**src/rtl/scope_window_accum_pkg.sv**
```systemverilog
// Shared types and default sizing for the scope window accumulator.
package scope_pkg;

  // ACCUM collects samples; HOLD presents a finished window result.
  typedef enum logic {ACCUM, HOLD} accum_state_e;

  localparam int DEFAULT_DATA_W = 8;
  localparam int DEFAULT_WINDOW = 4;

endpackage : scope_pkg

```
**src/rtl/scope_window_accum.sv**
```systemverilog
// Window accumulator: gathers WINDOW adjusted samples (or fewer on flush)
// and presents sum, max and count until the consumer takes the result.
//
//   state | meaning
//   ------+------------------------------------------------------------
//   ACCUM | accepting samples, in_ready=1, accumulators update
//   HOLD  | result held on out_*, out_valid=1, waits for out_ready
module scope_window_accum
  import scope_pkg::*;
#(
  parameter int DATA_W = DEFAULT_DATA_W,
  parameter int WINDOW = DEFAULT_WINDOW,
  localparam int CNT_W = $clog2(WINDOW) + 1,
  localparam int SUM_W = DATA_W + $clog2(WINDOW)
) (
  input  logic              clk,
  input  logic              rst_n,
  input  logic              in_valid,
  output logic              in_ready,
  input  logic [DATA_W-1:0] in_data,
  input  logic              flush,
  output logic              out_valid,
  input  logic              out_ready,
  output logic [SUM_W-1:0]  out_sum,
  output logic [DATA_W-1:0] out_max,
  output logic [CNT_W-1:0]  out_count
);

  if (WINDOW < 2 || WINDOW > 16 || (WINDOW & (WINDOW - 1)) != 0) begin : g_bad_window
    $error("scope_window_accum: WINDOW must be a power of two in 2..16");
  end

  accum_state_e      state_q, state_d;
  logic [SUM_W-1:0]  acc_sum_q, acc_sum_d;
  logic [DATA_W-1:0] acc_max_q, acc_max_d;
  logic [CNT_W-1:0]  cnt_q, cnt_d;
  logic [SUM_W-1:0]  out_sum_q, out_sum_d;
  logic [DATA_W-1:0] out_max_q, out_max_d;
  logic [CNT_W-1:0]  out_count_q, out_count_d;

  logic              accept;
  logic              close_win;
  logic [SUM_W-1:0]  sum_upd;
  logic [DATA_W-1:0] max_upd;
  logic [CNT_W-1:0]  cnt_upd;

  // Handshake flags come straight from the state register.
  assign in_ready  = (state_q == ACCUM);
  assign out_valid = (state_q == HOLD);
  assign out_sum   = out_sum_q;
  assign out_max   = out_max_q;
  assign out_count = out_count_q;

  // Next-state: fold in any same-cycle sample, then decide whether the window closes.
  always_comb begin
    accept    = in_valid && (state_q == ACCUM);
    sum_upd   = accept ? (acc_sum_q + SUM_W'(in_data)) : acc_sum_q;
    max_upd   = (accept && (in_data > acc_max_q)) ? in_data : acc_max_q;
    cnt_upd   = accept ? (cnt_q + CNT_W'(1)) : cnt_q;
    // cnt_upd is nonzero exactly when the window holds data or gains a sample now,
    // so an empty flush never produces a result.
    close_win = (state_q == ACCUM) &&
                ((accept && (cnt_upd == CNT_W'(WINDOW))) ||
                 (flush && (cnt_upd != '0)));

    state_d     = state_q;
    acc_sum_d   = acc_sum_q;
    acc_max_d   = acc_max_q;
    cnt_d       = cnt_q;
    out_sum_d   = out_sum_q;
    out_max_d   = out_max_q;
    out_count_d = out_count_q;

    case (state_q)
      ACCUM: begin
        if (close_win) begin
          state_d     = HOLD;
          out_sum_d   = sum_upd;
          out_max_d   = max_upd;
          out_count_d = cnt_upd;
          acc_sum_d   = '0;
          acc_max_d   = '0;
          cnt_d       = '0;
        end else begin
          acc_sum_d = sum_upd;
          acc_max_d = max_upd;
          cnt_d     = cnt_upd;
        end
      end
      HOLD: begin
        // out_* keep their values after the handshake; only out_valid drops.
        if (out_ready) state_d = ACCUM;
      end
      default: state_d = ACCUM;
    endcase
  end

  // State, accumulator and result registers; reset discards any partial window.
  always_ff @(posedge clk or negedge rst_n) begin
    if (!rst_n) begin
      state_q     <= ACCUM;
      acc_sum_q   <= '0;
      acc_max_q   <= '0;
      cnt_q       <= '0;
      out_sum_q   <= '0;
      out_max_q   <= '0;
      out_count_q <= '0;
    end else begin
      state_q     <= state_d;
      acc_sum_q   <= acc_sum_d;
      acc_max_q   <= acc_max_d;
      cnt_q       <= cnt_d;
      out_sum_q   <= out_sum_d;
      out_max_q   <= out_max_d;
      out_count_q <= out_count_d;
    end
  end

endmodule : scope_window_accum

```
**config.mk**
```make
export PLATFORM = sky130hd
export DESIGN_NAME = scope_window_accum
export DESIGN_NICKNAME = d
export VERILOG_FILES = /design/src/rtl/scope_window_accum_pkg.sv /design/src/rtl/scope_window_accum.sv
export SDC_FILE = /design/constraint.sdc
export NUM_CORES = 1
export LEC_CHECK = 0
export CORE_ASPECT_RATIO = 1.4
export CORE_MARGIN = 1.5
export CORE_UTILIZATION = 40
export DETAILED_ROUTE_END_ITERATION = 6
export PLACE_DENSITY = 0.59
export SLEW_MARGIN = 5
export SYNTH_ARGS = -nofsm -noshare
export SYNTH_HDL_FRONTEND = slang
export SYNTH_SLANG_ARGS = --single-unit
```
**constraint.sdc**
```tcl
create_clock -name clk -period 4.2 [get_ports clk]
set_clock_uncertainty 0.1 [all_clocks]
set_input_delay 0.63 -clock clk [delete_from_list [all_inputs] [get_ports clk]]
set_output_delay 0.63 -clock clk [all_outputs]
set_load 0.05 [all_outputs]
```
==> impl_metrics.py <==
metrics = {
    "status": {
        "status": "finished, final reports clean",
    },
    "worst_setup_path": {
        "max_stage_delay_ps": 720,
        "worst-path-buf-inv": 2,
        "path_class": "primary input to register",
        "cp.arrival_ps": 3030,
        "crit_family": "buffers and inverters",
        "crit_fanout": 11,
        "crit_slowest_cell": "clkdlybuf4s50_1",
        "worstSetupStartpointType": "primary input",
        "cp.required_ps": 4290,
        "crit_chain": "clkdlybuf4s50_1, and4bb_4, a21o_2, nand3_2, a21oi_4, buf_4, mux2_4",
        "critPathCaptureType": "register",
    },
    "global_routing": {
        "overflow": 0,
        "first_global_vias": 2002,
        "grtUsageTotal": 0.172,
        "grt_pass1_wl_um": 9570,
        "grt_max_degree": 44,
        "antenna_found_initial": 0,
    },
    "timing": {
        "tightest_slew_ps": 971,
        "timing.slew.headroom": 0.353,
        "clock.fmax_mhz": 340,
        "hold_ws_ps": 382,
        "hold_violations": 0,
        "fin_crit_ps": 2940,
        "rsz0062_at_grt": "false",
        "min_period_over_period": 0.700,
        "fin_tns_setup_ps": 0,
        "drv_slew": 0,
        "setup_viol": 0,
    },
    "cells_and_area": {
        "drive_gt1_frac": 0.120,
        "synthToLayoutAreaGrowth_pct": 16.9,
        "stdcell_count": 365,
        "antenna_cells": 0,
        "num-nets-final": 322,
    },
    "placement": {
        "place_inst": 358,
        "hpwl_um": 4210,
        "placement.io_buffers": 35,
        "gp_congestion": 0.825,
    },
    "routing": {
        "vias_per_cell": 5.51,
        "wl_met1_um": 2550,
        "wl_met2_um": 2890,
        "routed.top_layer": "met4",
        "via_count": 2011,
        "drt_iter0_drc": 56,
        "ant_nets": 0,
        "drt-total-wl_um": 5800,
        "drc": 0,
        "dr.pass1.iters": 4,
        "wl_per_cell_um": 15.9,
        "route.met3.wl_um": 177,
    },
    "synth": {
        "async_flop_share": 1.00,
        "synthFlopType": "dfrtp_1",
        "synth_edf_count": 0,
        "synth_area_per_cell_um2": 10.5,
        "synth_area_um2": 2710,
        "synth.distinct_cells": 53,
        "ys_warn_count": 0,
        "synthAdderAreaFrac": 0.0859,
        "syn_nets": 290,
        "synth_xor_area_frac": 0.0259,
        "synthCells": 259,
        "synthSimpleGateAreaFrac": 0.111,
        "yosys_register_bits": 43,
        "synth_compound_area_frac": 0.184,
        "muxShareOfSynthArea": 0.136,
        "yosysSeqAreaShare": 0.397,
        "synth_top_family_by_area": "compound AO/OA/AOI/OAI gates",
    },
    "clocking": {
        "postCtsResizedCells": 0,
        "clock_sinks": 43,
        "ctsRootBufferMaster": "clkbuf_8",
        "numCtsBuffers": 5,
        "postCtsSetupRepairBufs": 0,
        "cts_tree": "yes",
        "clockBufferDepth": 2,
        "cts_htree_levels": 2,
        "clkSlewWorstSetupHoldPaths_ps": 90,
        "postCtsHoldBufs": 0,
        "clock_latency_ps": 300,
    },
    "floorplan": {
        "fp.dieW_um": 72.6,
        "start_util": 0.413,
        "rows": 35,
        "io_pins": 36,
        "dieHeight_um": 100,
        "dieArea_um2": 7280,
        "core_area_um2": 6570,
    },
    "power_and_ir_drop": {
        "cellLeakagePower_nw": 1.45,
        "irDropWorstVdd_uv": 329,
        "powerDensity_nw_per_um2": 796,
        "power.total_mw": 2.52,
    },
    "flow_run": {
        "cap_violations": 0,
    },
    "min_path": {
        "holdCritPathClass": "primary input to asynchronous set/reset pin",
    },
}
-- logic make-up (layout without fill, tap and decap cells) --
family / count (synthesis) / count (layout)
simple gates: 58 / 58
mux: 32 / 32
fa+ha+maj: 18 / 18
xor+xnor: 8 / 8
compound gates: 66 / 66
flops: 43 / 43
buf+inv: 34 / 66
-- sequential cells by signal, indices dropped and copies added (netlist names) --
register and cells:
acc_sum_q 10, out_sum 10, acc_max_q 8, out_max 8
cnt_q 3, out_count 3, out_valid 1
-- worst register-to-register path: stages (launching register included) --
cell and delay, ps:
dfrtp_1 430, ha_1 340, and4bb_4 370, a21o_2 140, nand3_2 100, a21oi_4 500
buf_4 290, mux2_4 310
-- per-layer routing --
metal / up-vias / global-route usage
li1: 987 / -
met1: 964 / 0.213
met2: 46 / 0.289
met3: 14 / 0.0241
met4: 0 / 0.0871
met5: - / 0
-- metrics by stage --
stage          utilization  cell area [um2]  setup WS [ps]
2_1_floorplan            -             2710           1810
3_3_place_gp         0.470             3080            977
3_5_place_dp         0.470             3080            937
4_1_cts              0.482             3170           1250
5_1_grt              0.482             3170           1130
6_report             0.482             3170           1260
-- cells in the final DEF, fill, tap and decap left out, types with 2 or more instances in the layout --
cell type and n:
xnor2_1 6, nand2b_1 3, o21ai_0 11, buf_4 2, a21o_1 3, or3_1 2, nand3_1 4, o21bai_1 3
clkdlybuf4s50_1 34, ha_1 17, a31oi_1 3, clkbuf_8 5, nand2_1 18, o21a_1 4, inv_1 22, nor2_1 15
a21oi_1 13, mux2_4 9, mux2_2 3, a21oi_4 2, o211ai_1 5, dfrtp_1 43, xor2_1 2, nor3_1 2
a22o_1 8, nand4_1 3, or2_2 2, mux2i_1 20
-- Yosys cell counts (2+ instances only) --
master / count / area [um2]
o21a_1: 4 / 30.0
buf_4: 2 / 15.0
o21ai_0: 11 / 55.1
nor2_1: 15 / 56.3
ha_1: 17 / 213
nand4_1: 3 / 18.8
a31oi_1: 3 / 18.8
nand2_1: 18 / 67.6
a21o_1: 3 / 22.5
dfrtp_1: 43 / 1080
or3_1: 2 / 12.5
o21bai_1: 3 / 22.5
clkbuf_1: 4 / 15.0
a21oi_4: 2 / 32.5
inv_1: 22 / 82.6
xor2_1: 2 / 17.5
nand3_1: 4 / 20.0
or2_2: 2 / 12.5
buf_2: 3 / 15.0
mux2_4: 9 / 135
o211ai_1: 5 / 37.5
mux2i_1: 20 / 200
mux2_2: 3 / 33.8
nor3_1: 2 / 10.0
nand2b_1: 3 / 18.8
xnor2_1: 6 / 52.6
a22o_1: 8 / 70.1
buf_6: 3 / 33.8
a21oi_1: 13 / 65.1
-- area by class of cell --
| type | count | area [um2] |
|---|---|---|
| fillers | 625 | 3400 |
| multi-input cells | 182 | 1470 |
| flip-flops and latches | 43 | 1080 |
| repair buffers | 37 | 360 |
| well taps | 74 | 92.6 |
| inverters | 22 | 82.6 |
| clock buffers | 5 | 68.8 |
| clock inverters | 2 | 13.8 |
-- power breakdown --
| group | internal, mW | switching [mW] |
|---|---|---|
| clock network | 0.114 | 0.147 |
| registers | 0.587 | 0.121 |
| logic | 0.640 | 0.910 |
| total | 1.34 | 1.18 |
-- final timing paths --
kind,startpoint,endpoint,slack (ps),cells after the start
max,in_valid,out_sum[1]$_DFFE_PN0P_,1260,7
min,rst_n,out_max[4]$_DFFE_PN0P_,380,1
max reg2reg,cnt_q[0]$_DFFE_PN0N_,out_sum[1]$_DFFE_PN0P_,1500,7
min reg2reg,out_sum[8]$_DFFE_PN0P_,out_sum[8]$_DFFE_PN0P_,410,1
max in group asynchronous,rst_n,acc_sum_q[8]$_DFFE_PN0N_,3020,1
min in group clk,out_sum[8]$_DFFE_PN0P_,out_sum[8]$_DFFE_PN0P_,410,1
No activity file was read; power rests on OpenSTA's default activity.
